===== src/rtl/hp0_wr_dma_pkg.sv =====
// Shared AXI3 encodings, burst geometry and FSM state type
// for the HP0 stream-to-DDR write DMA.
package hp0_dma_pkg;

  localparam logic [1:0] BURST_INCR = 2'b01;
  localparam logic [1:0] RESP_OKAY  = 2'b00;
  localparam logic [2:0] SIZE_4B    = 3'b010;

  localparam int          BURST_BEATS = 16;
  localparam logic [31:0] BURST_BYTES = 32'd64;

  typedef enum logic [1:0] {
    ST_IDLE,
    ST_ADDR,
    ST_DATA,
    ST_RESP
  } hp0_wr_state_t;

  function automatic logic [31:0] align64(
    input logic [31:0] a
  );
    return {a[31:6], 6'b0};
  endfunction

endpackage


===== src/rtl/hp0_wr_dma_if.sv =====
// AXI3 write-channel bundle of the PS7 S_AXI_HP0 slave port.
// master = DMA side, slave = PS / memory side.
interface hp0_wr_dma_if;

  logic [31:0] awaddr;
  logic [3:0]  awlen;
  logic [2:0]  awsize;
  logic [1:0]  awburst;
  logic [3:0]  awcache;
  logic [2:0]  awprot;
  logic [1:0]  awlock;
  logic [3:0]  awqos;
  logic [5:0]  awid;
  logic        awvalid;
  logic        awready;

  logic [31:0] wdata;
  logic [3:0]  wstrb;
  logic        wlast;
  logic [5:0]  wid;
  logic        wvalid;
  logic        wready;

  logic        bvalid;
  logic [1:0]  bresp;
  logic [5:0]  bid;
  logic        bready;

  modport master (
    output awaddr, awlen, awsize, awburst,
    output awcache, awprot, awlock, awqos,
    output awid, awvalid,
    input  awready,
    output wdata, wstrb, wlast, wid, wvalid,
    input  wready,
    input  bvalid, bresp, bid,
    output bready
  );

  modport slave (
    input  awaddr, awlen, awsize, awburst,
    input  awcache, awprot, awlock, awqos,
    input  awid, awvalid,
    output awready,
    input  wdata, wstrb, wlast, wid, wvalid,
    output wready,
    output bvalid, bresp, bid,
    input  bready
  );

endinterface


===== src/rtl/hp0_sync_fifo.sv =====
// Synchronous first-word-fall-through FIFO with occupancy count
// and a synchronous flush.
module hp0_sync_fifo #(
  parameter int W  = 32,
  parameter int AW = 5
) (
  input  logic          clk,
  input  logic          rst,
  input  logic          flush_i,
  input  logic          push_i,
  input  logic [W-1:0]  din_i,
  input  logic          pop_i,
  output logic [W-1:0]  dout_o,
  output logic          full_o,
  output logic [AW:0]   count_o
);

  localparam logic [AW:0] DEPTH = (AW+1)'(2**AW);

  logic [W-1:0]  mem_q [2**AW];
  logic [AW-1:0] wr_q, wr_d;
  logic [AW-1:0] rd_q, rd_d;
  logic [AW:0]   cnt_q, cnt_d;
  logic          push_en;
  logic          pop_en;

  assign full_o  = (cnt_q == DEPTH);
  assign count_o = cnt_q;
  assign dout_o  = mem_q[rd_q];
  assign push_en = push_i & ~full_o;
  assign pop_en  = pop_i & (cnt_q != '0);

  always_ff @(posedge clk) begin
    if (push_en) mem_q[wr_q] <= din_i;
  end

  always_comb begin
    wr_d  = wr_q;
    rd_d  = rd_q;
    cnt_d = cnt_q;
    if (push_en) wr_d = wr_q + 1'b1;
    if (pop_en)  rd_d = rd_q + 1'b1;
    unique case ({push_en, pop_en})
      2'b10:   cnt_d = cnt_q + 1'b1;
      2'b01:   cnt_d = cnt_q - 1'b1;
      default: cnt_d = cnt_q;
    endcase
    if (flush_i) begin
      wr_d  = '0;
      rd_d  = '0;
      cnt_d = '0;
    end
  end

  always_ff @(posedge clk or posedge rst) begin
    if (rst) begin
      wr_q  <= '0;
      rd_q  <= '0;
      cnt_q <= '0;
    end else begin
      wr_q  <= wr_d;
      rd_q  <= rd_d;
      cnt_q <= cnt_d;
    end
  end

endmodule


===== src/rtl/hp0_wr_dma.sv =====
// Stream-to-DDR ring-buffer write DMA on S_AXI_HP0 (16-beat bursts).
// Define HP0_WR_DROP_EN to drop words at full instead of stalling.
module hp0_wr_dma
  import hp0_dma_pkg::*;
#(
  parameter int FIFO_AW = 5,
  parameter int AXI_ID  = 0
) (
  input  logic        clk,
  input  logic        rst,
  input  logic        cfg_enable_i,
  input  logic [31:0] cfg_base_i,
  input  logic [31:0] cfg_size_i,
  input  logic [31:0] in_data_i,
  input  logic        in_valid_i,
  output logic        in_ready_o,
  hp0_wr_dma_if.master S_AXI_HP0,
  output logic [31:0] wr_ptr_o,
  output logic [31:0] burst_cnt_o,
`ifdef HP0_WR_DROP_EN
  output logic        err_o,
  output logic [31:0] drop_cnt_o
`else
  output logic        err_o
`endif
);

  localparam logic [FIFO_AW:0] BEATS_C =
    (FIFO_AW+1)'(BURST_BEATS);

  hp0_wr_state_t state_q, state_d;

  logic [31:0] awaddr_q, awaddr_d;
  logic [3:0]  beat_q, beat_d;
  logic [31:0] wr_ptr_q, wr_ptr_d;
  logic [31:0] burst_cnt_q, burst_cnt_d;
  logic        err_q, err_d;
  logic        pend_q, pend_d;
  logic [31:0] base_q, base_d;
  logic [31:0] size_q, size_d;
  logic [31:0] drop_q, drop_d;
  logic        en_q;
  logic        run_q;

  logic [31:0]        fifo_dout;
  logic               fifo_full;
  logic [FIFO_AW:0]   fifo_cnt;
  logic               push;
  logic               pop;
  logic               reload;
  logic [32:0]        ring_end;
  logic [32:0]        ptr_nxt;

  assign push = run_q & in_valid_i & ~fifo_full;
  assign pop  = (state_q == ST_DATA) & S_AXI_HP0.wready;

`ifdef HP0_WR_DROP_EN
  assign in_ready_o = run_q;
  assign drop_cnt_o = drop_q;
`else
  assign in_ready_o = run_q & ~fifo_full;
`endif

  hp0_sync_fifo #(
    .W  (32),
    .AW (FIFO_AW)
  ) u_fifo (
    .clk     (clk),
    .rst     (rst),
    .flush_i (reload),
    .push_i  (push),
    .din_i   (in_data_i),
    .pop_i   (pop),
    .dout_o  (fifo_dout),
    .full_o  (fifo_full),
    .count_o (fifo_cnt)
  );

  assign ring_end = {1'b0, base_q} + {1'b0, size_q};
  assign ptr_nxt  = {1'b0, wr_ptr_q} + {1'b0, BURST_BYTES};

  always_comb begin
    state_d     = state_q;
    awaddr_d    = awaddr_q;
    beat_d      = beat_q;
    wr_ptr_d    = wr_ptr_q;
    burst_cnt_d = burst_cnt_q;
    err_d       = err_q;
    base_d      = base_q;
    size_d      = size_q;
    drop_d      = drop_q;
    reload      = 1'b0;
    // a rising edge seen mid-burst is held until IDLE
    pend_d      = pend_q | (cfg_enable_i & ~en_q);
`ifdef HP0_WR_DROP_EN
    if (run_q && in_valid_i && fifo_full)
      drop_d = drop_q + 32'd1;
`endif
    unique case (state_q)
      ST_IDLE: begin
        base_d = align64(cfg_base_i);
        size_d = align64(cfg_size_i);
        if (pend_d) begin
          reload      = 1'b1;
          pend_d      = 1'b0;
          wr_ptr_d    = align64(cfg_base_i);
          burst_cnt_d = '0;
          err_d       = 1'b0;
          drop_d      = '0;
        end else if (cfg_enable_i && fifo_cnt >= BEATS_C) begin
          awaddr_d = wr_ptr_q;
          state_d  = ST_ADDR;
        end
      end
      ST_ADDR: begin
        if (S_AXI_HP0.awready) begin
          beat_d  = '0;
          state_d = ST_DATA;
        end
      end
      ST_DATA: begin
        if (S_AXI_HP0.wready) begin
          beat_d = beat_q + 4'd1;
          if (beat_q == 4'hF) state_d = ST_RESP;
        end
      end
      ST_RESP: begin
        if (S_AXI_HP0.bvalid) begin
          burst_cnt_d = burst_cnt_q + 32'd1;
          err_d = err_q | (S_AXI_HP0.bresp != RESP_OKAY);
          wr_ptr_d = (ptr_nxt >= ring_end) ?
                     base_q : ptr_nxt[31:0];
          state_d = ST_IDLE;
        end
      end
      default: state_d = ST_IDLE;
    endcase
  end

  always_ff @(posedge clk or posedge rst) begin
    if (rst) begin
      state_q     <= ST_IDLE;
      awaddr_q    <= '0;
      beat_q      <= '0;
      wr_ptr_q    <= '0;
      burst_cnt_q <= '0;
      err_q       <= 1'b0;
      pend_q      <= 1'b0;
      base_q      <= '0;
      size_q      <= '0;
      drop_q      <= '0;
      en_q        <= 1'b0;
      run_q       <= 1'b0;
    end else begin
      state_q     <= state_d;
      awaddr_q    <= awaddr_d;
      beat_q      <= beat_d;
      wr_ptr_q    <= wr_ptr_d;
      burst_cnt_q <= burst_cnt_d;
      err_q       <= err_d;
      pend_q      <= pend_d;
      base_q      <= base_d;
      size_q      <= size_d;
      drop_q      <= drop_d;
      en_q        <= cfg_enable_i;
      run_q       <= 1'b1;
    end
  end

  assign S_AXI_HP0.awaddr  = awaddr_q;
  assign S_AXI_HP0.awlen   = 4'hF;
  assign S_AXI_HP0.awsize  = SIZE_4B;
  assign S_AXI_HP0.awburst = BURST_INCR;
  assign S_AXI_HP0.awcache = 4'b0011;
  assign S_AXI_HP0.awprot  = 3'b000;
  assign S_AXI_HP0.awlock  = 2'b00;
  assign S_AXI_HP0.awqos   = 4'h0;
  assign S_AXI_HP0.awid    = AXI_ID[5:0];
  assign S_AXI_HP0.awvalid = (state_q == ST_ADDR);

  assign S_AXI_HP0.wdata   = fifo_dout;
  assign S_AXI_HP0.wstrb   = 4'hF;
  assign S_AXI_HP0.wid     = AXI_ID[5:0];
  assign S_AXI_HP0.wvalid  = (state_q == ST_DATA);
  assign S_AXI_HP0.wlast   = (state_q == ST_DATA) &&
                             (beat_q == 4'hF);
  assign S_AXI_HP0.bready  = (state_q == ST_RESP);

  assign wr_ptr_o    = wr_ptr_q;
  assign burst_cnt_o = burst_cnt_q;
  assign err_o       = err_q;

  logic unused_ok;
  assign unused_ok = ^{S_AXI_HP0.bid, cfg_base_i[5:0],
                       cfg_size_i[5:0]};

endmodule


===== src/flat_wrapper.sv =====
// flat-port wrapper written by rule: the top's interface ports become plain ports
module hp0_wr_dma_flat import hp0_dma_pkg::*;
#(
  parameter int FIFO_AW = 5,
  parameter int AXI_ID  = 0
)
  (clk, rst, cfg_enable_i, cfg_base_i, cfg_size_i, in_data_i, in_valid_i, in_ready_o, wr_ptr_o, burst_cnt_o, err_o, S_AXI_HP0_awaddr, S_AXI_HP0_awlen, S_AXI_HP0_awsize, S_AXI_HP0_awburst, S_AXI_HP0_awcache, S_AXI_HP0_awprot, S_AXI_HP0_awlock, S_AXI_HP0_awqos, S_AXI_HP0_awid, S_AXI_HP0_awvalid, S_AXI_HP0_awready, S_AXI_HP0_wdata, S_AXI_HP0_wstrb, S_AXI_HP0_wlast, S_AXI_HP0_wid, S_AXI_HP0_wvalid, S_AXI_HP0_wready, S_AXI_HP0_bvalid, S_AXI_HP0_bresp, S_AXI_HP0_bid, S_AXI_HP0_bready);
  hp0_wr_dma_if S_AXI_HP0_i ();
  input  logic clk;
  input  logic rst;
  input  logic cfg_enable_i;
  input  logic [31:0] cfg_base_i;
  input  logic [31:0] cfg_size_i;
  input  logic [31:0] in_data_i;
  input  logic in_valid_i;
  output logic in_ready_o;
  output logic [31:0] wr_ptr_o;
  output logic [31:0] burst_cnt_o;
  output logic err_o;
  output wire logic [$bits(S_AXI_HP0_i.awaddr)-1:0] S_AXI_HP0_awaddr;
  output wire logic [$bits(S_AXI_HP0_i.awlen)-1:0] S_AXI_HP0_awlen;
  output wire logic [$bits(S_AXI_HP0_i.awsize)-1:0] S_AXI_HP0_awsize;
  output wire logic [$bits(S_AXI_HP0_i.awburst)-1:0] S_AXI_HP0_awburst;
  output wire logic [$bits(S_AXI_HP0_i.awcache)-1:0] S_AXI_HP0_awcache;
  output wire logic [$bits(S_AXI_HP0_i.awprot)-1:0] S_AXI_HP0_awprot;
  output wire logic [$bits(S_AXI_HP0_i.awlock)-1:0] S_AXI_HP0_awlock;
  output wire logic [$bits(S_AXI_HP0_i.awqos)-1:0] S_AXI_HP0_awqos;
  output wire logic [$bits(S_AXI_HP0_i.awid)-1:0] S_AXI_HP0_awid;
  output wire logic [$bits(S_AXI_HP0_i.awvalid)-1:0] S_AXI_HP0_awvalid;
  input wire logic [$bits(S_AXI_HP0_i.awready)-1:0] S_AXI_HP0_awready;
  output wire logic [$bits(S_AXI_HP0_i.wdata)-1:0] S_AXI_HP0_wdata;
  output wire logic [$bits(S_AXI_HP0_i.wstrb)-1:0] S_AXI_HP0_wstrb;
  output wire logic [$bits(S_AXI_HP0_i.wlast)-1:0] S_AXI_HP0_wlast;
  output wire logic [$bits(S_AXI_HP0_i.wid)-1:0] S_AXI_HP0_wid;
  output wire logic [$bits(S_AXI_HP0_i.wvalid)-1:0] S_AXI_HP0_wvalid;
  input wire logic [$bits(S_AXI_HP0_i.wready)-1:0] S_AXI_HP0_wready;
  input wire logic [$bits(S_AXI_HP0_i.bvalid)-1:0] S_AXI_HP0_bvalid;
  input wire logic [$bits(S_AXI_HP0_i.bresp)-1:0] S_AXI_HP0_bresp;
  input wire logic [$bits(S_AXI_HP0_i.bid)-1:0] S_AXI_HP0_bid;
  output wire logic [$bits(S_AXI_HP0_i.bready)-1:0] S_AXI_HP0_bready;
  assign S_AXI_HP0_awaddr = S_AXI_HP0_i.awaddr;
  assign S_AXI_HP0_awlen = S_AXI_HP0_i.awlen;
  assign S_AXI_HP0_awsize = S_AXI_HP0_i.awsize;
  assign S_AXI_HP0_awburst = S_AXI_HP0_i.awburst;
  assign S_AXI_HP0_awcache = S_AXI_HP0_i.awcache;
  assign S_AXI_HP0_awprot = S_AXI_HP0_i.awprot;
  assign S_AXI_HP0_awlock = S_AXI_HP0_i.awlock;
  assign S_AXI_HP0_awqos = S_AXI_HP0_i.awqos;
  assign S_AXI_HP0_awid = S_AXI_HP0_i.awid;
  assign S_AXI_HP0_awvalid = S_AXI_HP0_i.awvalid;
  assign S_AXI_HP0_i.awready = S_AXI_HP0_awready;
  assign S_AXI_HP0_wdata = S_AXI_HP0_i.wdata;
  assign S_AXI_HP0_wstrb = S_AXI_HP0_i.wstrb;
  assign S_AXI_HP0_wlast = S_AXI_HP0_i.wlast;
  assign S_AXI_HP0_wid = S_AXI_HP0_i.wid;
  assign S_AXI_HP0_wvalid = S_AXI_HP0_i.wvalid;
  assign S_AXI_HP0_i.wready = S_AXI_HP0_wready;
  assign S_AXI_HP0_i.bvalid = S_AXI_HP0_bvalid;
  assign S_AXI_HP0_i.bresp = S_AXI_HP0_bresp;
  assign S_AXI_HP0_i.bid = S_AXI_HP0_bid;
  assign S_AXI_HP0_bready = S_AXI_HP0_i.bready;
  hp0_wr_dma #(.FIFO_AW(FIFO_AW), .AXI_ID(AXI_ID)) u_core (.clk(clk), .rst(rst), .cfg_enable_i(cfg_enable_i), .cfg_base_i(cfg_base_i), .cfg_size_i(cfg_size_i), .in_data_i(in_data_i), .in_valid_i(in_valid_i), .in_ready_o(in_ready_o), .S_AXI_HP0(S_AXI_HP0_i), .wr_ptr_o(wr_ptr_o), .burst_cnt_o(burst_cnt_o), .err_o(err_o));
endmodule

===== config.mk =====
export PLATFORM = sky130hd
export DESIGN_NAME = hp0_wr_dma_flat
export DESIGN_NICKNAME = d
export VERILOG_FILES = /design/src/rtl/hp0_wr_dma_pkg.sv /design/src/rtl/hp0_wr_dma_if.sv /design/src/rtl/hp0_sync_fifo.sv /design/src/rtl/hp0_wr_dma.sv /design/src/flat_wrapper.sv
export SDC_FILE = /design/constraint.sdc
export NUM_CORES = 1
export LEC_CHECK = 0
export CAP_MARGIN = 20
export CORE_MARGIN = 5
export CORE_UTILIZATION = 55
export CTS_BUF_LIST = sky130_fd_sc_hd__clkbuf_8 sky130_fd_sc_hd__clkbuf_16
export CTS_CLUSTER_SIZE = 20
export DETAILED_ROUTE_END_ITERATION = 16
export PLACE_DENSITY = 0.7
export SETUP_SLACK_MARGIN = 0.5
export SLEW_MARGIN = 15
export SYNTH_ARGS = -nofsm -noshare
export SYNTH_HDL_FRONTEND = slang
export SYNTH_SLANG_ARGS = --single-unit

===== constraint.sdc =====
create_clock -name clk -period 11 [get_ports clk]
set_clock_uncertainty 0.05 [all_clocks]
set_input_delay 1.65 -clock clk [delete_from_list [all_inputs] [get_ports clk]]
set_output_delay 1.65 -clock clk [all_outputs]
set_load 0.1 [all_outputs]

==> flow_summary.toml, run 1 <==
[synthesis]
synth_edf_count = 1024
avgSynthCellArea_sq_um = 19.7
async_reset_ff_frac = 0.137
synth_top_flop_cell = "edfxtp_1"
syn-instance-count = 2487
synth_area_leaders = "edfxtp_1, mux4_2, dfrtp_1"
ys_warn_count = 0
yosys.area.top_type = "edfxtp_1"
synth_cell_types = 56
synth_area_sq_um = 49000
yosysTopAreaCellShare = 0.628
ys_ff_latch = 1186
yosysSeqAreaShare = 0.711

[timing]
fin_ws_ns = 4.20
fmax_mhz = 147
hold_viol_final = 0
tightest_slew_ns = 1.16
relSlewSlack = 0.227
period_needed_ns = 6.80
setup-tns-final_ns = 0
setup_viol = 0
maxSlewViolCount = 0
min_period_over_period = 0.618
rsz0062_at_grt = "false"

[floorplan]
placeableCoreArea_sq_um = 88400
initial_utilization = 0.554
die_w_um = 308
dieArea_sq_um = 95100
die_h_um = 308
rows = 109
io_pins = 283

[pwr]
p_leak_nw = 18.8
power_density_nw_per_um2 = 250
ir_drop_v = 0.000232
p_total_mw = 14.1

[place]
dpl_cell_area_sq_um = 52500
io_buffer_count = 214
dp_hpwl_mm = 63.7
place_ws_ns = 4.92
place_congestion = 0.848

[global_routing]
grt_pass1_vias = 25485
overflow = 0
groute.usage.overall = 0.239
grt_max_degree = 93
grt_pass1_wl_mm = 168
grt_antenna_before_repair = 11

[route]
vias = 24988
drtPass1Iterations = 5
ant_nets = 0
vias_per_cell = 6.21
dr.first_iter.drc_count = 2619
routedWlPerCell_um = 28.4
wirelength_mm = 114
drt_drc_violations_left = 0

[critical_path]
arrival_ns = 5.10
cp-end-kind = "output port"
crit_fanout = 68
critPathRequiredTime_ns = 9.30
crit_type = "register to output port"
start_kind = "register"

[outcome]
status = "finished, final reports clean"

[min_path]
min_path_type = "register to register"

[final_layout]
layout.nets = 2937
drive_gt1_frac = 0.246
fill_cells = 5965
final_area_sq_um = 56300
area_growth_pct = 15.0

[clock_network]
clk_pin_slew_ns = 0.06
cts_tree = "done"
insertion_delay_ns = 0.69
cts_num_sinks = 1186
cts_hold_buf = 0
cts-root-buf = "clkbuf_16"
clk_path_buf_depth = 3
cts_inserted_buffers = 114
ctsResizeCount = 0
htree_num_levels = 3
cts_setup_buffers = 0

[run]
max_cap_viol_count = 0
layout make-up:
cell class              count  area, sq um  share of cell area
flip-flops and latches   1186        34800               0.618
multi-input cells        1162        13600               0.241
clock buffers             118         2930              0.0520
repair buffers            270         2640              0.0469
well taps                1165         1460              0.0259
clock inverters            96          792              0.0141
inverters                  19         76.3             0.00136
diodes                      8         20.0            0.000355
flip-flops by register name, summed over array words and instances (netlist names), 5 cells and up:
| signal | flops |
|---|---|
| u_core.u_fifo.mem_q | 1024 |
| u_core.burst_cnt_o | 32 |
| u_core.S_AXI_HP0.awaddr | 26 |
| u_core.base_q | 26 |
| u_core.size_q | 26 |
| u_core.wr_ptr_o | 26 |
| u_core.u_fifo.count_o | 6 |
| u_core.u_fifo.rd_q | 5 |
| u_core.u_fifo.wr_q | 5 |
power breakdown:
part           leakage (nW)  internal, mW  total (mW)  switching (mW)
clock                  1.94          2.19        3.84            1.65
combinational          5.57          1.97        4.80            2.83
sequential             11.3          5.13        5.42           0.289
total                  18.8          9.29        14.1            4.76
routing by layer:
metal,GRT usage,up-vias,part of all wire
li1,-,10557,-
met1,0.334,13221,0.39
met2,0.399,1015,0.51
met3,0.0442,195,0.079
met4,0.0620,0,0.025
met5,0,-,0
through the flow:
stage	util	hold slack, ns	std cells
2_1_floorplan	-	0.437	2536
3_3_place_gp	0.594	0.440	3794
3_5_place_dp	0.594	0.448	3796
4_1_cts	0.636	0.463	4010
5_1_grt	0.637	0.474	4019
6_report	0.637	0.459	4024
cell usage after synthesis, types with 43 or more instances:
master       n
clkbuf_1    67
nand2_1     78
xnor2_1     43
buf_4       72
dfrtp_1    162
a21oi_1     46
mux2_2     111
ha_1        71
mux4_2     320
nor2_1     102
xor2_1      47
edfxtp_1  1024
critical path: stages (launching register included):
cell,delay (ns)
dfrtp_4,1.14
buf_4,0.90
mux4_2,0.43
mux4_2,0.47
mux2_2,0.35
clkdlybuf4s50_1,0.99
final timing paths:
check	start	endpoint	slack, ns	depth (start not counted)
hold / removal	u_core.S_AXI_HP0.awaddr[15]$_DFFE_PP0P_	u_core.S_AXI_HP0.awaddr[15]$_DFFE_PP0P_	0.46	1
hold reg to reg	u_core.S_AXI_HP0.awaddr[15]$_DFFE_PP0P_	u_core.S_AXI_HP0.awaddr[15]$_DFFE_PP0P_	0.46	1
setup reg to reg	u_core.wr_ptr_o[6]$_DFFE_PP0P_	u_core.wr_ptr_o[30]$_DFFE_PP0P_	5.91	15
min in group asynchronous	rst	u_core.S_AXI_HP0.awaddr[7]$_DFFE_PP0P_	1.46	2
max in group asynchronous	rst	u_core.u_fifo.rd_q[0]$_DFFE_PP0P_	7.90	3
setup / recovery	u_core.u_fifo.rd_q[1]$_DFFE_PP0P_	S_AXI_HP0_wdata[19]	4.20	5
cells by family (layout without fill, tap and decap cells):
| kind of cell | count (synthesis) | in the layout | share of synthesized area |
|---|---|---|---|
| flip-flops | 1186 | 1186 | 0.711 |
| multiplexers | 460 | 460 | 0.179 |
| AND/OR/NAND/NOR | 334 | 334 | 0.0336 |
| buffers and inverters | 188 | 503 | 0.0210 |
| AO/OA/AOI/OAI | 154 | 154 | 0.0205 |
| XOR/XNOR | 90 | 90 | 0.0161 |
| adder cells (fa/ha/maj) | 73 | 73 | 0.0190 |
| other | 2 | 59 | 0.000153 |
layout by cell type (no fill, tap or decap), types with 29 or more instances in the layout:
cell type and n:
clkbuf_16 116, clkdlybuf4s50_1 213, nand4_1 30, xnor2_1 43, inv_1 50, buf_4 46, edfxtp_1 1024, a21oi_1 46
mux2_2 111, xor2_1 47, nand3_1 34, nor2_4 30, nor2_1 71, nand2_1 78, nand3b_1 29, mux2i_1 29
conb_1 51, dfrtp_1 157, ha_1 70, mux4_2 320
No activity file was read; power rests on OpenSTA's default activity.
==> run 2: changes to the inputs <==
==> constraint.sdc (replaced) <==
create_clock -name clk -period 7.12 [get_ports clk]
set_clock_uncertainty 0.05 [all_clocks]
set_input_delay 1.068 -clock clk [delete_from_list [all_inputs] [get_ports clk]]
set_output_delay 1.068 -clock clk [all_outputs]
set_load 0.1 [all_outputs]
==> flow_summary.toml, run 2 (synthesis gave the netlist of run 1 again) <==
[outcome]
status = "finished, final reports clean"

[pwr]
p_leak_nw = 18.9
p_total_mw = 21.9
power_density_nw_per_um2 = 388
ir_drop_v = 0.000389

[global_routing]
grt_pass1_wl_mm = 171
overflow = 0
groute.usage.overall = 0.243
grt_pass1_vias = 25666
grt_antenna_before_repair = 7
grt_max_degree = 103

[clock_network]
clk_pin_slew_ns = 0.07
clk_path_buf_depth = 3
ctsResizeCount = 0
cts-root-buf = "clkbuf_16"
cts_hold_buf = 0
cts_inserted_buffers = 115
cts_num_sinks = 1186
cts_setup_buffers = 0
cts_tree = "done"
insertion_delay_ns = 0.68
htree_num_levels = 3

[place]
dpl_cell_area_sq_um = 52600
place_congestion = 0.833
io_buffer_count = 214
placed_cells = 3804
place_ws_ns = 2.02
dp_hpwl_mm = 65.3

[critical_path]
max_stage_delay_ns = 1.09
critPathBufInv = 2
crit_fanout = 61
crit_type = "register to output port"
cpMaxStageDelayCell = "dfrtp_4"
worst-path-stages = 5
crit_top_cell = "mux4_2"
start_kind = "register"
path_cells = "buf_4, mux4_2, mux4_2, mux2_2, clkdlybuf4s50_1"
critPathRequiredTime_ns = 6.00
cp_top_family = "buffers and inverters"
arrival_ns = 4.63
rr_worst_depth = 14
cp-end-kind = "output port"

[timing]
fin_ws_ns = 1.37
tightest_slew_ns = 1.12
setup_viol = 0
setup-tns-final_ns = 0
fmax_mhz = 174
min_period_over_period = 0.807
rsz0062_at_grt = "false"
relSlewSlack = 0.255
hold_viol_final = 0
hold_slack_ns = 0.456
period_needed_ns = 5.75
maxSlewViolCount = 0

[run]
max_cap_viol_count = 0

[floorplan]
initial_utilization = 0.554
rows = 109
placeableCoreArea_sq_um = 88400
die_w_um = 308
io_pins = 283
dieArea_sq_um = 95100
die_h_um = 308

[route]
ant_nets = 0
drt_drc_violations_left = 0
vias_per_cell = 6.26
wirelength_mm = 116
routedWlPerCell_um = 28.9
drtPass1Iterations = 5
dr.first_iter.drc_count = 2671
vias = 25228

[final_layout]
multi_input_comb_area_sq_um = 13600
fin_cells = 4033
seq_area_sq_um = 34800
largest_reg_flops = 1024
fill_cells = 5976
drive_gt1_frac = 0.250
final_area_sq_um = 56500
final_core_util = 0.640
layout.nets = 2944
final_common_cell = "edfxtp_1"
regMostFlops = "u_core.u_fifo.mem_q"
area_growth_pct = 15.5
final_cell_mix = "edfxtp_1, mux4_2, clkdlybuf4s50_1, dfrtp_1, clkbuf_16"

[min_path]
min_path_cells = 1
min_path_type = "register to register"
-- run 2: area by class of cell --
| type | instances | share of cell area |
|---|---|---|
| sequential | 1186 | 0.616 |
| clock inverter | 90 | 0.0129 |
| tap | 1165 | 0.0258 |
| timing repair buffer | 276 | 0.0484 |
| clock buffer | 129 | 0.0551 |
| antenna | 6 | 0.000266 |
| inverter | 19 | 0.00135 |
| multi-input combinational | 1162 | 0.240 |
-- run 2: worst register-to-register path, delay by kind of cell (launching register included) --
| kind | cells | cell delay, ns |
|---|---|---|
| adder cells (fa/ha/maj) | 2 | 0.56 |
| flip-flops | 1 | 0.57 |
| buffers and inverters | 1 | 0.45 |
| AO/OA/AOI/OAI | 6 | 1.70 |
| multiplexers | 1 | 0.26 |
| XOR/XNOR | 1 | 0.29 |
| AND/OR/NAND/NOR | 3 | 1.17 |
-- run 2: metal layers --
layer  routed length, um  GRT usage  vias to the layer above  share of wire
met2               59000      0.404                     1148           0.51
met1               45000      0.345                    13359           0.39
met4                2530     0.0581                        0          0.022
met5                   0          0                        -              0
met3                9860     0.0419                      159          0.085
li1                    -          -                    10562              -
-- run 2: power by group --
group | internal (mW) | total (mW) | switching [mW]
Clock | 3.53 | 6.08 | 2.55
Combinational | 3.07 | 7.45 | 4.39
Sequential | 7.93 | 8.38 | 0.448
Total | 14.5 | 21.9 | 7.39
-- run 2: worst paths after layout --
check	from	end	slack [ns]
hold reg to reg	u_core.S_AXI_HP0.awaddr[12]$_DFFE_PP0P_	u_core.S_AXI_HP0.awaddr[12]$_DFFE_PP0P_	0.46
setup reg to reg	u_core.wr_ptr_o[6]$_DFFE_PP0P_	u_core.wr_ptr_o[13]$_DFFE_PP0P_	1.89
max in group asynchronous	rst	u_core.u_fifo.rd_q[3]$_DFFE_PP0P_	4.63
min in group asynchronous	rst	u_core.S_AXI_HP0.awaddr[28]$_DFFE_PP0P_	0.94
hold / removal	u_core.S_AXI_HP0.awaddr[12]$_DFFE_PP0P_	u_core.S_AXI_HP0.awaddr[12]$_DFFE_PP0P_	0.46
setup / recovery	u_core.u_fifo.rd_q[1]$_DFFE_PP0P_	S_AXI_HP0_wdata[29]	1.37
